===== config.mk =====
export PLATFORM = sky130hd
export DESIGN_NAME = fill_seq_ctrl_flat
export DESIGN_NICKNAME = d
export VERILOG_FILES = /design/src/rtl/fill_seq_ctrl_pkg.sv /design/src/rtl/fill_seq_ctrl_if.sv /design/src/rtl/fill_seq_ctrl_key_edge.sv /design/src/rtl/fill_seq_ctrl.sv /design/src/flat_wrapper.sv
export SDC_FILE = /design/constraint.sdc
export NUM_CORES = 1
export LEC_CHECK = 0
export BUFFER_PORTS_ARGS = -buffer_cell sky130_fd_sc_hd__buf_4
export CAP_MARGIN = 20
export CORE_AREA = 2 2 54 82
export CTS_BUF_LIST = sky130_fd_sc_hd__clkbuf_8
export DETAILED_ROUTE_END_ITERATION = 6
export DIE_AREA = 0 0 56 84
export GPL_TIMING_DRIVEN = 0
export PLACE_DENSITY = 0.81
export SETUP_SLACK_MARGIN = 0.05
export SYNTH_ARGS = -nofsm -noshare
export SYNTH_HDL_FRONTEND = slang
export SYNTH_SLANG_ARGS = --single-unit

===== constraint.sdc =====
create_clock -name CLK -period 1.9 [get_ports CLK]
set_clock_uncertainty 0.2 [all_clocks]
set_input_delay 0.19 -clock CLK [delete_from_list [all_inputs] [get_ports CLK]]
set_output_delay 0.19 -clock CLK [all_outputs]
set_load 0.02 [all_outputs]

===== src/rtl/fill_seq_ctrl_pkg.sv =====
// fill_pkg: shared state codes, digit-select codes, counter control encodings and BCD helper
// for the fill sequencer. No ports; imported by fill_seq_ctrl.
package fill_pkg;
    typedef enum logic [2:0] {
        IDLE  = 3'd0,
        SETUP = 3'd1,
        CLEAR = 3'd2,
        RUN   = 3'd3,
        PAUSE = 3'd4,
        FULL  = 3'd5
    } state_t;
    localparam logic [1:0] SEL_MAXL = 2'd0;
    localparam logic [1:0] SEL_MAXH = 2'd1;
    localparam logic [1:0] SEL_BOTL = 2'd2;
    localparam logic [1:0] SEL_BOTH = 2'd3;
    // {EN_work, EN_set} as seen by the counter
    localparam logic [1:0] CTL_CLEAR  = 2'b11;
    localparam logic [1:0] CTL_SETUP  = 2'b01;
    localparam logic [1:0] CTL_HOLD   = 2'b10;
    localparam logic [1:0] CTL_STROBE = 2'b00;
    localparam logic [3:0] BCD_MAX = 4'd9;
    function automatic logic [3:0] bcd_inc(input logic [3:0] d);
        return (d >= BCD_MAX) ? 4'd0 : d + 4'd1;
    endfunction
endpackage


===== src/rtl/fill_seq_ctrl_if.sv =====
// fill_seq_ctrl_if: panel-button, counter-status and control/target bundle of the fill sequencer.
// master drives buttons, set_sel and cnt_full; slave (the sequencer) drives the counter controls,
// BCD targets, feed_tick, cfg_err, alarm and state.
interface fill_seq_ctrl_if;
    logic       btn_set, btn_inc, btn_start, btn_stop, btn_conti, btn_clear;
    logic [1:0] set_sel;
    logic       cnt_full;
    logic       isWork, EN_work, EN_set, conti_p, feed_tick, cfg_err, alarm;
    logic [3:0] maxL, maxH, bot_maxL, bot_maxH;
    logic [2:0] state;
    modport master (
        output btn_set, btn_inc, btn_start, btn_stop, btn_conti, btn_clear, set_sel, cnt_full,
        input  isWork, EN_work, EN_set, conti_p, feed_tick, cfg_err, alarm,
               maxL, maxH, bot_maxL, bot_maxH, state
    );
    modport slave (
        input  btn_set, btn_inc, btn_start, btn_stop, btn_conti, btn_clear, set_sel, cnt_full,
        output isWork, EN_work, EN_set, conti_p, feed_tick, cfg_err, alarm,
               maxL, maxH, bot_maxL, bot_maxH, state
    );
endinterface


===== src/rtl/fill_seq_ctrl_key_edge.sv =====
// key_edge: rising-edge detector for one debounced button level.
// Ports: CLK, RST (async, active-high), i_in button level, o_edge = i_in & ~previous level.
module key_edge (
    input  logic CLK,
    input  logic RST,
    input  logic i_in,
    output logic o_edge
);
    logic r_prev;
    always_ff @(posedge CLK or posedge RST)
        if (RST) r_prev <= 1'b0;
        else     r_prev <= i_in;
    assign o_edge = i_in & ~r_prev;
endmodule


===== src/rtl/fill_seq_ctrl.sv =====
// fill_seq_ctrl: mode sequencer for the pill counter; holds and edits the BCD fill targets and
// drives isWork/EN_work/EN_set/conti_p plus the paced count strobe.
// Ports: CLK, RST (async, active-high), bus (fill_seq_ctrl_if.slave: buttons, set_sel, cnt_full in;
// counter controls, targets, feed_tick, cfg_err, alarm, state out). All outputs come from registers.
module fill_seq_ctrl
    import fill_pkg::*;
#(
    parameter int         FEED_DIV = 25,
    parameter logic [3:0] DEF_MAXL = 4'd5,
    parameter logic [3:0] DEF_MAXH = 4'd0,
    parameter logic [3:0] DEF_BOTL = 4'd3,
    parameter logic [3:0] DEF_BOTH = 4'd0
) (
    input logic            CLK,
    input logic            RST,
    fill_seq_ctrl_if.slave bus
);
    localparam int            DW     = $clog2(FEED_DIV);
    localparam logic [DW-1:0] DIV_TC = DW'(FEED_DIV - 1);
    state_t        r_state, r_ret, w_next, w_ret;
    logic [DW-1:0] r_div;
    logic [3:0]    r_maxl, r_maxh, r_botl, r_both;
    logic          r_strobe, r_conti, r_err, r_full_prev;
    logic          w_err, w_conti, w_div_clr, w_inc, w_stay, w_term, w_valid, w_full_rise;
    logic [5:0]    w_edge, w_win;
    logic          w_clr, w_stop, w_start, w_cont, w_set, w_incb;
    key_edge u_clear (.CLK(CLK), .RST(RST), .i_in(bus.btn_clear), .o_edge(w_edge[0]));
    key_edge u_stop  (.CLK(CLK), .RST(RST), .i_in(bus.btn_stop),  .o_edge(w_edge[1]));
    key_edge u_start (.CLK(CLK), .RST(RST), .i_in(bus.btn_start), .o_edge(w_edge[2]));
    key_edge u_conti (.CLK(CLK), .RST(RST), .i_in(bus.btn_conti), .o_edge(w_edge[3]));
    key_edge u_set   (.CLK(CLK), .RST(RST), .i_in(bus.btn_set),   .o_edge(w_edge[4]));
    key_edge u_inc   (.CLK(CLK), .RST(RST), .i_in(bus.btn_inc),   .o_edge(w_edge[5]));
    // Only the highest-priority coincident edge acts: isolate the lowest set bit (bit 0 = clear).
    assign w_win = w_edge & (~w_edge + 6'd1);
    assign {w_incb, w_set, w_cont, w_start, w_stop, w_clr} = w_win;
    assign w_full_rise = bus.cnt_full & ~r_full_prev;
    assign w_valid     = (r_maxl != 4'd0) && (r_maxl <= BCD_MAX) && ({r_both, r_botl} != 8'h00);
    assign w_term      = (r_div == DIV_TC);
    assign w_stay      = (r_state == RUN) && (w_next == RUN);
    always_comb begin
        w_next    = r_state;
        w_ret     = r_ret;
        w_err     = r_err;
        w_conti   = 1'b0;
        w_div_clr = 1'b0;
        w_inc     = 1'b0;
        case (r_state)
            IDLE: begin
                if (w_clr) begin
                    w_next = CLEAR;
                    w_ret  = IDLE;
                end else if (w_start) begin
                    w_err = ~w_valid;
                    if (w_valid) begin
                        w_next = CLEAR;
                        w_ret  = RUN;
                    end
                end else if (w_set) begin
                    w_next = SETUP;
                end
            end
            SETUP: begin
                w_next = w_set ? IDLE : SETUP;
                w_inc  = w_incb;
            end
            CLEAR: begin
                w_next    = r_ret;
                w_div_clr = 1'b1;
            end
            RUN: begin
                // a counter-full rise outranks a stop in the same cycle
                w_next = w_full_rise ? FULL : w_stop ? PAUSE : RUN;
            end
            PAUSE: begin
                if (w_clr) begin
                    w_next = CLEAR;
                    w_ret  = IDLE;
                end else if (w_stop) begin
                    w_next = IDLE;
                end else if (w_start) begin
                    w_next = RUN;
                end
            end
            FULL: begin
                if (w_clr) begin
                    w_next = CLEAR;
                    w_ret  = IDLE;
                end else if (w_stop) begin
                    w_next = IDLE;
                end else if (w_cont) begin
                    w_next    = RUN;
                    w_conti   = 1'b1;
                    w_div_clr = 1'b1;
                end
            end
            default: w_next = IDLE;
        endcase
    end
    always_ff @(posedge CLK or posedge RST) begin
        if (RST) begin
            r_state     <= IDLE;
            r_ret       <= IDLE;
            r_div       <= '0;
            r_strobe    <= 1'b0;
            r_conti     <= 1'b0;
            r_err       <= 1'b0;
            r_full_prev <= 1'b0;
            r_maxl      <= DEF_MAXL;
            r_maxh      <= DEF_MAXH;
            r_botl      <= DEF_BOTL;
            r_both      <= DEF_BOTH;
        end else begin
            r_state     <= w_next;
            r_ret       <= w_ret;
            r_conti     <= w_conti;
            r_err       <= w_err;
            r_full_prev <= bus.cnt_full;
            // the divider only advances while RUN continues, so a pause freezes it and a
            // terminal count seen on the way out of RUN never turns into a strobe
            r_div       <= w_div_clr ? '0 : w_stay ? (w_term ? '0 : r_div + 1'b1) : r_div;
            r_strobe    <= w_stay && w_term;
            r_maxl      <= (w_inc && bus.set_sel == SEL_MAXL) ? bcd_inc(r_maxl) : r_maxl;
            r_maxh      <= (w_inc && bus.set_sel == SEL_MAXH) ? bcd_inc(r_maxh) : r_maxh;
            r_botl      <= (w_inc && bus.set_sel == SEL_BOTL) ? bcd_inc(r_botl) : r_botl;
            r_both      <= (w_inc && bus.set_sel == SEL_BOTH) ? bcd_inc(r_both) : r_both;
        end
    end
    assign bus.isWork    = (r_state == RUN) || (r_state == PAUSE) || (r_state == FULL);
    assign {bus.EN_work, bus.EN_set} = (r_state == CLEAR) ? CTL_CLEAR :
                                       (r_state == SETUP) ? CTL_SETUP :
                                       r_strobe           ? CTL_STROBE : CTL_HOLD;
    assign bus.feed_tick = r_strobe;
    assign bus.conti_p   = r_conti;
    assign bus.cfg_err   = r_err;
    assign bus.alarm     = (r_state == FULL);
    assign bus.state     = r_state;
    assign bus.maxL      = r_maxl;
    assign bus.maxH      = r_maxh;
    assign bus.bot_maxL  = r_botl;
    assign bus.bot_maxH  = r_both;
endmodule


===== src/flat_wrapper.sv =====
// flat-port wrapper written by rule: the top's interface ports become plain ports
module fill_seq_ctrl_flat import fill_pkg::*;
#(
    parameter int         FEED_DIV = 25,
    parameter logic [3:0] DEF_MAXL = 4'd5,
    parameter logic [3:0] DEF_MAXH = 4'd0,
    parameter logic [3:0] DEF_BOTL = 4'd3,
    parameter logic [3:0] DEF_BOTH = 4'd0
)
  (CLK, RST, bus_btn_set, bus_btn_inc, bus_btn_start, bus_btn_stop, bus_btn_conti, bus_btn_clear, bus_set_sel, bus_cnt_full, bus_isWork, bus_EN_work, bus_EN_set, bus_conti_p, bus_feed_tick, bus_cfg_err, bus_alarm, bus_maxL, bus_maxH, bus_bot_maxL, bus_bot_maxH, bus_state);
  fill_seq_ctrl_if bus_i ();
  input logic CLK;
  input logic RST;
  input wire logic [$bits(bus_i.btn_set)-1:0] bus_btn_set;
  input wire logic [$bits(bus_i.btn_inc)-1:0] bus_btn_inc;
  input wire logic [$bits(bus_i.btn_start)-1:0] bus_btn_start;
  input wire logic [$bits(bus_i.btn_stop)-1:0] bus_btn_stop;
  input wire logic [$bits(bus_i.btn_conti)-1:0] bus_btn_conti;
  input wire logic [$bits(bus_i.btn_clear)-1:0] bus_btn_clear;
  input wire logic [$bits(bus_i.set_sel)-1:0] bus_set_sel;
  input wire logic [$bits(bus_i.cnt_full)-1:0] bus_cnt_full;
  output wire logic [$bits(bus_i.isWork)-1:0] bus_isWork;
  output wire logic [$bits(bus_i.EN_work)-1:0] bus_EN_work;
  output wire logic [$bits(bus_i.EN_set)-1:0] bus_EN_set;
  output wire logic [$bits(bus_i.conti_p)-1:0] bus_conti_p;
  output wire logic [$bits(bus_i.feed_tick)-1:0] bus_feed_tick;
  output wire logic [$bits(bus_i.cfg_err)-1:0] bus_cfg_err;
  output wire logic [$bits(bus_i.alarm)-1:0] bus_alarm;
  output wire logic [$bits(bus_i.maxL)-1:0] bus_maxL;
  output wire logic [$bits(bus_i.maxH)-1:0] bus_maxH;
  output wire logic [$bits(bus_i.bot_maxL)-1:0] bus_bot_maxL;
  output wire logic [$bits(bus_i.bot_maxH)-1:0] bus_bot_maxH;
  output wire logic [$bits(bus_i.state)-1:0] bus_state;
  assign bus_i.btn_set = bus_btn_set;
  assign bus_i.btn_inc = bus_btn_inc;
  assign bus_i.btn_start = bus_btn_start;
  assign bus_i.btn_stop = bus_btn_stop;
  assign bus_i.btn_conti = bus_btn_conti;
  assign bus_i.btn_clear = bus_btn_clear;
  assign bus_i.set_sel = bus_set_sel;
  assign bus_i.cnt_full = bus_cnt_full;
  assign bus_isWork = bus_i.isWork;
  assign bus_EN_work = bus_i.EN_work;
  assign bus_EN_set = bus_i.EN_set;
  assign bus_conti_p = bus_i.conti_p;
  assign bus_feed_tick = bus_i.feed_tick;
  assign bus_cfg_err = bus_i.cfg_err;
  assign bus_alarm = bus_i.alarm;
  assign bus_maxL = bus_i.maxL;
  assign bus_maxH = bus_i.maxH;
  assign bus_bot_maxL = bus_i.bot_maxL;
  assign bus_bot_maxH = bus_i.bot_maxH;
  assign bus_state = bus_i.state;
  fill_seq_ctrl #(.FEED_DIV(FEED_DIV), .DEF_MAXL(DEF_MAXL), .DEF_MAXH(DEF_MAXH), .DEF_BOTL(DEF_BOTL), .DEF_BOTH(DEF_BOTH)) u_core (.CLK(CLK), .RST(RST), .bus(bus_i));
endmodule

==> summary.md, run 1 <==
| Metric | Value |
|---|---|
| Maxcap violations | `0` |
| Met1 WL | `2110 um` |
| Layout cells sized above 1 | `42.7%` |
| CTS root buf | `clkbuf_8` |
| CP Max Fanout | `6` |
| Post-synth net total | `238` |
| Initial antenna violation count | `0` |
| Hold Path End | `u_core.bus.bot_maxH[2]$_DFFE_PP0P_` |
| Area leader, netlist | `dfrtp_1` |
| Comb pwr share | `51.0%` |
| Least-Margin Pin Slew | `0.749 ns` |
| Area growth syn-to-layout | `48.0%` |
| EDFF count, synth | `0` |
| First drt pass iteration count | `4` |
| Initial Util | `49.9%` |
| R2R Setup Slk | `-0.09 ns` |
| Crit path DAT | `2.03 ns` |
| Placement Cell Area | `2390 sq um` |
| Core Util, Final | `73.8%` |
| Largest net degree at the start of global routing | `20` |
| Hold Path Origin | `bus_set_sel[0]` |
| Vias in the first global route | `1,922` |
| Setup TNS | `-0.413 ns` |
| Ranking of synthesized cells by area | `dfrtp_1 38%, ha_1 9.9%, o21ai_0 5.4%, dfstp_2 5.2%, nand2b_1 3.7%` |
| Pwr Density | `1250 nW/um^2` |
| Sink Count | `35` |
| Register area share after synthesis | `43.5%` |
| Num CTS Buffers | `5` |
| Synth async-reset ratio | `100%` |
| Clock power share | `18.8%` |
| Die area | `4700 sq um` |
| Hpwl dp | `3200 um` |
| WHS | `0.106 ns` |
| Pwr Total | `0.00375 W` |
| CTS clk-pin slew, worst paths | `0.08 ns` |
| Min Tclk post-route | `1.99 ns` |
| Antenna diodes | `0` |
| Detailed-route DRC error count | `0` |
| RSZ-0062 raised after global routing | `true` |
| Metal3 WL | `213 um` |
| Status | `finished with violations` |
| Core area | `4060 sq um` |
| YS warnings | `0` |
| Pleak | `1.41 nW` |
| Hold Vio Cnt, Final | `0` |
| CTS tree | `built` |
| Worst-Skew Late Latency | `0.29 ns` |
| Die height | `84 um` |
| Avg Cell Area, Syn | `9.61 sq um` |
| Worst Setup End Kind | `register` |
| Worst R2R Start | `u_core.bus.state[2]$_DFF_PP0_` |
| Area share of the largest cell type after synthesis | `38.3%` |
| Post-synth top flop | `dfrtp_1` |
| Depth of the worst hold-timing path | `4` |
| Failing checks | `setup timing` |
| Die X-Extent | `56 um` |
| Via density | `5.65` |
| Switching Share | `39.4%` |
| Syn Std Cell Area | `2030 sq um` |
| Post-synthesis cell count | `211` |
| Antenna-violating nets left | `0` |
| Unique masters post-synth | `45` |
| First-pass GRT wire length | `8610 um` |
| Layout net count | `319` |
| Hold WC Path Type | `input pin to register` |
| WP data required | `1.93 ns` |
| CTS Buffer Depth | `2` |
| Core Rows | `29` |
| Gpl congestion | `0.832` |
| Critical path class | `register to register` |
| Top Layer Used | `met4` |
| Detail Route met2 WL | `3090 um` |
| Initial DRC count | `47` |
| Slew headroom | `50.0%` |
| Per-cell routed wire length | `16.4 um` |
| Seq pwr share | `30.2%` |
| Final setup viols | `7` |
| Post-synthesis register bit count | `35` |
| R2R depth | `7` |
| Sw power | `0.00148 W` |
| Most common cell after layout, fill and taps aside | `buf_4` |
| FMAX | `502 MHz` |
| Pint | `0.00227 W` |
| Final WS setup | `-0.0901 ns` |
| Most frequent cells in the layout | `62 x buf_4, 27 x dfrtp_1, 16 x nand2_1, 15 x nor2_1, 13 x ha_1` |
| Capturing point of the worst reg2reg path | `u_core.bus.maxL[2]$_DFFE_PP1P_` |
| Aggregate global-route resource usage | `23.0%` |
| Via count | `1,917` |
| Final critical-path share of the clock period | `105%` |
| Gr ovfl total | `0` |
| IO Pins | `37` |
| I/O Buffers | `36` |
| Max Slew Vio Count | `0` |
| Post-Layout Inst Area | `3000 sq um` |
| Worst vdd ir | `0.952 mV` |
| Final wirelength | `5570 um` |
| Startpoint class of the critical path | `register` |
| H-tree level count | `2` |
stage by stage:
stage | std cells | setup slack, ns
2_1_floorplan | 211 | -0.0909
3_5_place_dp | 294 | -0.277
3_3_place_gp | 293 | -0.206
5_1_grt | 339 | -0.173
4_1_cts | 327 | -0.133
6_report | 339 | -0.0901
area by class of cell:
cell class,count,area [sq um]
plain buffers,1,11.3
clock buffers,6,82.6
clock inverters,2,35.0
fillers,293,1060
inverters,16,62.6
multi-input cells,158,1250
flip-flops and latches,35,886
well taps,46,57.6
repair buffers,75,619
cell families (layout without fill, tap and decap cells):
logic type / Yosys count / after routing / share of synthesized area [%]
compound gates: 46 / 46 / 14.3
xor+xnor: 2 / 2 / 0.864
fa+ha+maj: 16 / 16 / 9.88
buf+inv: 18 / 100 / 4.07
flops: 35 / 35 / 43.5
mux: 1 / 1 / 0.494
simple gates: 93 / 93 / 26.9
state kept, by name, summed over array words and instances (netlist names), 3 cells and up:
name and cells:
u_core.bus.state 3, u_core.bus.maxL 4, u_core.r_div 5, u_core.bus.bot_maxH 4, u_core.bus.maxH 4, u_core.bus.bot_maxL 4
layer usage:
| metal | track usage, % | vias to the layer above |
|---|---|---|
| li1 | - | 910 |
| met1 | 25.7 | 944 |
| met2 | 41.5 | 49 |
| met3 | 4.34 | 14 |
| met4 | 9.96 | 0 |
| met5 | 0 | - |
power groups by stage:
stage | clock network [W] | logic, W | registers [W]
floorplan | 0 | 0.000737 | 0.00125
global placement | 0 | 0.00128 | 0.00113
detailed placement | 0 | 0.00132 | 0.00114
CTS | 0.000713 | 0.00155 | 0.00110
global route | 0.000742 | 0.00206 | 0.00116
finish | 0.000705 | 0.00191 | 0.00113
Yosys cell counts (all sizes together) (3+ instances only):
master and count:
a21o 4, nand2 18, nor4 4, nor3 5
nand3 9, nand2b 12, ha 16, inv 16
nor2b 6, a21oi 5, nor3b 3, nor2 18
dfrtp 31, nand4 6, dfstp 4, o21ai 22
worst max-delay path by stage:
stage                                   from                              to  slack, ns  depth (start not counted)
2_1_floorplan  u_core.bus.state[1]$_DFF_PP0_  u_core.bus.maxH[2]$_DFFE_PP0P_      -0.09                          6
3_3_place_gp   u_core.bus.state[1]$_DFF_PP0_  u_core.bus.maxH[2]$_DFFE_PP0P_      -0.21                          6
3_5_place_dp   u_core.bus.state[1]$_DFF_PP0_  u_core.bus.maxH[2]$_DFFE_PP0P_      -0.28                          6
4_1_cts        u_core.bus.state[1]$_DFF_PP0_  u_core.bus.maxL[2]$_DFFE_PP1P_      -0.13                          8
5_1_grt        u_core.bus.state[0]$_DFF_PP0_  u_core.bus.maxL[2]$_DFFE_PP1P_      -0.17                          8
6_report       u_core.bus.state[2]$_DFF_PP0_  u_core.bus.maxL[2]$_DFFE_PP1P_      -0.09                          7
worst max-delay path: stages, from the launching register on:
cell      delay (ns)
dfrtp_2         0.46
nor3b_4         0.21
nand4b_1        0.20
buf_4           0.20
nor4_4          0.20
buf_4           0.18
and4b_1         0.19
a21o_1          0.09
repair_timing:
action,in CTS,in global routing
pin swaps,10,19
hold buffers,8,0
setup endpoints to repair,15,24
resized for setup,20,43
endpoints found under the hold margin,23,0
buffers inserted,17,14
(Power assumes the default switching activity.)
==> run 2: changes to the inputs <==
Settings changed: ABC_AREA from default to 1, CORE_AREA 2 2 54 82 to 2 2 58 87, DIE_AREA 0 0 56 84 to 0 0 60 89, PLACE_DENSITY 0.81 to 0.79.
==> summary.md, run 2 <==
| Metric | Value |
|---|---|
| Status | `finished clean` |
| Pwr Density | `1280 nW/um^2` |
| Setup TNS | `0 ns` |
| CP startpoint | `bus_btn_clear` |
| Gr ovfl total | `0` |
| Startpoint class of the critical path | `input pin` |
| Core Rows | `30` |
| Post-synth top flop | `dfrtp_1` |
| Fillers | `405` |
| Capturing point of the worst reg2reg path | `u_core.r_ret[0]$_DFFE_PP0P_` |
| Synth async-reset ratio | `100%` |
| Least-Margin Pin Slew | `0.609 ns` |
| Post-synthesis register bit count | `35` |
| Hpwl dp | `3680 um` |
| Aggregate global-route resource usage | `19.5%` |
| Die X-Extent | `60 um` |
| Met1 usage | `19.6%` |
| Final critical-path share of the clock period | `92.9%` |
| Critical path class | `input pin to register` |
| CTS Buffer Depth | `2` |
| EDFF count, synth | `0` |
| Ranking of synthesized cells by area | `dfrtp_1 33%, nand2_1 13%, inv_1 8.8%, ha_1 8.5%, nor2_1 6.9%` |
| First drt pass iteration count | `5` |
| Worst R2R Start | `u_core.bus.maxL[0]$_DFFE_PP1P_` |
| CTS root buf | `clkbuf_8` |
| Crit path DAT | `1.74 ns` |
| Register area share after synthesis | `37.4%` |
| Most common cell after layout, fill and taps aside | `nand2_1` |
| Pleak | `1.66 nW` |
| YS warnings | `0` |
| Met2 Use GR | `37.1%` |
| FMAX | `566 MHz` |
| Per-cell routed wire length | `10.8 um` |
| H-tree level count | `2` |
| Most numerous cell in the Yosys netlist | `nand2_1` |
| Initial antenna violation count | `0` |
| Syn Std Cell Area | `2350 sq um` |
| Layout net count | `400` |
| R2R Setup Slk | `0.17 ns` |
| Maxcap violations | `0` |
| Met3 usage | `3.47%` |
| Unique masters post-synth | `30` |
| Synth cell count leaders | `83 x nand2_1, 55 x inv_1, 43 x nor2_1` |
| Min Tclk post-route | `1.77 ns` |
| CTS clk-pin slew, worst paths | `0.06 ns` |
| Die height | `89 um` |
| First-pass GRT wire length | `7940 um` |
| Slew headroom | `59.3%` |
| Most flops, register | `u_core.r_div` |
| Post-synth net total | `348` |
| Area share of the largest cell type after synthesis | `33.0%` |
| Via density | `4.85` |
| Initial Util | `51.8%` |
| Dpl ws | `0.114 ns` |
| IO Pins | `37` |
| Post-synthesis cell count | `321` |
| Antenna-violating nets left | `0` |
| Core area | `4540 sq um` |
| Most Crowded Layer GR | `met2` |
| Antenna diodes | `0` |
| Num CTS Buffers | `5` |
| Max FFs per register | `5` |
| Worst Setup End Kind | `register` |
| R2R depth | `10` |
| CTS tree | `built` |
| Crit path to | `u_core.r_div[3]$_DFFE_PP0P_` |
| Max Slew Vio Count | `0` |
| Most frequent cells in the layout | `81 x nand2_1, 55 x inv_1, 42 x nor2_1, 37 x buf_4, 30 x dfrtp_1` |
| Final WS setup | `0.134 ns` |
| Area growth syn-to-layout | `25.2%` |
| Worst-Skew Late Latency | `0.28 ns` |
| Final wirelength | `4740 um` |
| Initial DRC count | `80` |
| CP Max Fanout | `7` |
| Detailed-route DRC error count | `0` |
| Largest net degree at the start of global routing | `23` |
| Die area | `5340 sq um` |
| Layout cells sized above 1 | `20.9%` |
| Hold Vio Cnt, Final | `0` |
| Finished Layout Cells | `438` |
| Sink Count | `35` |
| Vias in the first global route | `1,972` |
| Final setup viols | `0` |
| WP data required | `1.87 ns` |
| Area leader, netlist | `dfrtp_1` |
| Avg Cell Area, Syn | `7.33 sq um` |
| Placed instance count | `420` |
| RSZ-0062 raised after global routing | `true` |
| Worst vdd ir | `0.997 mV` |
| Hold WC Path Type | `input pin to register` |
| Via count | `2,123` |
| I/O Buffers | `34` |
| Gpl congestion | `0.925` |
| WHS | `0.0255 ns` |
-- run 2: cell count changes in the layout (fill, tap and decap cells not counted), moves of 9 or more --
cell | before | now
nand3_1 | 7 | 25
inv_1 | 9 | 55
nor2_1 | 15 | 42
nand2_1 | 16 | 81
nand2b_1 | 9 | 0
buf_4 | 62 | 37
-- run 2: critical path, cell delays in order --
cell           delay, ns
dlygate4sd3_1       0.54
buf_4               0.16
nand2_4             0.12
nand2_4             0.09
nor2_1              0.20
nand3_2             0.15
nand2_2             0.13
inv_2               0.05
nand3_1             0.06
nand2_1             0.05
-- run 2: cell type report --
type	instances	area [sq um]	share of cell area (%)
Buffer	3	30.0	1.02
Clock buffer	7	96.3	3.27
Clock inverter	1	3.75	0.127
Inverter	62	240	8.16
Multi-Input combinational cell	221	1230	41.9
Sequential cell	35	882	29.9
Tap cell	64	80.1	2.72
Timing Repair Buffer	45	378	12.8
-- run 2: worst min-delay path by stage --
stage                              start                            endpoint  slack (ns)  cells past startpoint
after global routing      bus_set_sel[0]      u_core.bus.maxH[0]$_DFFE_PP0P_        0.05                      4
final                     bus_set_sel[0]      u_core.bus.maxL[2]$_DFFE_PP1P_        0.03                      4
after global placement      bus_cnt_full        u_core.r_full_prev$_DFF_PP0_        0.11                      1
after CTS                 bus_set_sel[0]  u_core.bus.bot_maxH[1]$_DFFE_PP0P_        0.02                      4
after floorplan             bus_cnt_full        u_core.r_full_prev$_DFF_PP0_        0.02                      0
after detailed placement             RST       u_core.u_set.r_prev$_DFF_PP0_        0.11                      2
-- run 2: timing repair --
action | CTS | global route
endpoints found under the setup margin | 0 | 18
buffers inserted | 0 | 2
hold endpoints to repair | 19 | 0
gates resized for setup | 0 | 11
hold buffers | 8 | 0
-- run 2: cells by family after synthesis --
kind of cell	after synthesis	synth area share, %
AO/OA/AOI/OAI	17	3.88
XOR/XNOR	9	3.35
adder cells (fa/ha/maj)	16	8.51
buffers and inverters	65	11.4
flip-flops	35	37.4
AND/OR/NAND/NOR	179	35.4
-- run 2: routing by layer --
layer / part of all wire [%] / vias up
met3: 3.2 / 12
met4: 2.5 / 0
li1: - / 1095
met5: 0 / -
met1: 40 / 967
met2: 54 / 49
-- run 2: power by group --
part           internal [W]  switching (W)
Sequential         0.000983       0.000252
Clock              0.000325       0.000249
Combinational      0.000814        0.00116
-- run 2: stage by stage --
stage | utilization (%) | instance area, sq um | power, W
after floorplan | - | 2350 | 0.00255
after global placement | 59.2 | 2690 | 0.00311
after detailed placement | 59.8 | 2720 | 0.00317
after CTS | 63.7 | 2900 | 0.00378
after global routing | 64.8 | 2950 | 0.00412
final | 64.8 | 2950 | 0.00378
==> run 3: changes to the inputs <==
Settings changed: CORE_AREA 2 2 58 87 to 2 2 53 80, DIE_AREA 0 0 60 89 to 0 0 55 82, PLACE_DENSITY 0.79 to 0.89, SLEW_MARGIN from default to 20.
Clock period 1.9 ns to 2.2 ns, I/O delays scaled along.
==> summary.md, run 3 (synthesized netlist as in run 2, its figures left out) <==
| Metric | Value |
|---|---|
| Via count | `2,169` |
| Pwr Density | `1130 nW/um^2` |
| Core area | `3850 sq um` |
| Worst vdd ir | `0.851 mV` |
| CTS Buffer Depth | `2` |
| First drt pass iteration count | `5` |
| CP Max Fanout | `3` |
| Most Crowded Layer GR | `met2` |
| Pleak | `1.64 nW` |
| Die height | `82 um` |
| Min Tclk post-route | `1.86 ns` |
| Largest net degree at the start of global routing | `36` |
| Hold Vio Cnt, Final | `0` |
| Detailed-route DRC error count | `0` |
| Via density | `5.21` |
| Least-Margin Pin Slew | `0.730 ns` |
| Most flops, register | `u_core.r_div` |
| First-pass GRT wire length | `8450 um` |
| CTS root buf | `clkbuf_8` |
| Core Util, Final | `73.3%` |
| H-tree level count | `2` |
| Maxcap violations | `0` |
| WP data required | `2.16 ns` |
| Layout cells sized above 1 | `18.1%` |
| Startpoint class of the critical path | `input pin` |
| Gr ovfl total | `0` |
| Die X-Extent | `55 um` |
| Area growth syn-to-layout | `20.1%` |
| Hold WC Path Type | `input pin to register` |
| Core Rows | `28` |
| Vias in the first global route | `2,105` |
| Antenna diodes | `0` |
| Critical path's most frequent cell | `nand2_1` |
| Initial antenna violation count | `0` |
| I/O Buffers | `34` |
| Die area | `4510 sq um` |
| Crit path DAT | `1.82 ns` |
| Slew headroom | `51.3%` |
| RSZ-0062 raised after global routing | `false` |
| CP max stage cell | `dlygate4sd3_1` |
| Gpl congestion | `0.838` |
| Met3 usage | `3.64%` |
| CTS clk-pin slew, worst paths | `0.06 ns` |
| Setup TNS | `0 ns` |
| Antenna-violating nets left | `0` |
| FMAX | `537 MHz` |
| Fillers | `307` |
| Cells along the critical path | `dlygate4sd3_1 > buf_4 > nand2_1 > nand2_4 > nor2_1 > nand3_1 > nand2_1 > inv_2 > nand3_1 > nand2_1` |
| Max stage delay on crit path | `0.54 ns` |
| Initial Util | `61.0%` |
| Hpwl dp | `3780 um` |
| IO Pins | `37` |
| Aggregate global-route resource usage | `25.5%` |
| Most frequent cells in the layout | `83 x nand2_1, 57 x inv_1, 43 x nor2_1, 35 x buf_4, 31 x dfrtp_1` |
| Initial DRC count | `48` |
| Max FFs per register | `5` |
| Worst-Skew Late Latency | `0.28 ns` |
| Critical path class | `input pin to register` |
| Layout net count | `397` |
| Met1 usage | `25.3%` |
| Met2 Use GR | `50.7%` |
| Num CTS Buffers | `5` |
| Sink Count | `35` |
| Final setup viols | `0` |
| Per-cell routed wire length | `12.0 um` |
| Status | `finished clean` |
| Max Slew Vio Count | `0` |
| Final critical-path share of the clock period | `84.7%` |
| Final wirelength | `5010 um` |
| CTS tree | `built` |
| Most common cell after layout, fill and taps aside | `nand2_1` |
| Worst Setup End Kind | `register` |
[run 3: routing by layer]
layer,up-vias,part of all wire [%]
met2,62,57
met3,8,4.0
met1,1008,38
li1,1091,-
met4,0,1.1
met5,-,0
[run 3: path summary, 6_finish.rpt]
kind	slack, ns	end	cells past startpoint	from
max reg2reg	0.41	u_core.r_ret[0]$_DFFE_PP0P_	10	u_core.bus.maxL[0]$_DFFE_PP1P_
min reg2reg	0.34	u_core.r_div[3]$_DFFE_PP0P_	2	u_core.r_div[3]$_DFFE_PP0P_
min in group asynchronous	0.41	u_core.r_full_prev$_DFF_PP0_	3	RST
max in group asynchronous	0.91	u_core.r_div[3]$_DFFE_PP0P_	3	RST
max	0.34	u_core.r_div[4]$_DFFE_PP0P_	10	bus_btn_stop
min	0.06	u_core.bus.maxL[2]$_DFFE_PP1P_	4	bus_set_sel[0]
[run 3: layout make-up]
class	instances	area (sq um)	area share, %
Inverter	62	238	8.42
Clock inverter	3	11.3	0.399
Clock buffer	5	68.8	2.44
Timing Repair Buffer	42	335	11.9
Buffer	3	30.0	1.06
Sequential cell	35	881	31.2
Tap cell	45	56.3	1.99
Multi-Input combinational cell	221	1200	42.6
[run 3: stage by stage]
stage | setup WS, ns | power (W) | cell area [sq um] | std cells | hold WS (ns)
finish | 0.338 | 0.00318 | 2820 | 416 | 0.0609
detailed placement | 0.425 | 0.00275 | 2660 | 400 | 0.139
floorplan | 0.476 | 0.00220 | 2350 | 321 | 0.0514
global route | 0.156 | 0.00346 | 2820 | 416 | 0.0920
global placement | 0.455 | 0.00268 | 2660 | 400 | 0.139
CTS | 0.347 | 0.00320 | 2820 | 416 | 0.0542
[run 3: critical path, delay by kind of cell]
kind                   cells  cell delay [ns]
AND/OR/NAND/NOR            7             0.86
buffers and inverters      3             0.75
[run 3: where the power goes]
| part | total [W] | leakage (nW) | switching, W | internal (W) |
|---|---|---|---|---|
| sequential | 0.00107 | 0.427 | 0.000222 | 0.000847 |
| clock | 0.000428 | 0.0519 | 0.000217 | 0.000211 |
| combinational | 0.00168 | 1.16 | 0.00100 | 0.000678 |
[run 3: timing repair]
| action | in CTS | in global routing |
|---|---|---|
| hold endpoints to repair | 38 | 0 |
| buffers inserted | 0 | 0 |
| hold buffers | 8 | 0 |
| resized for setup | 0 | 0 |
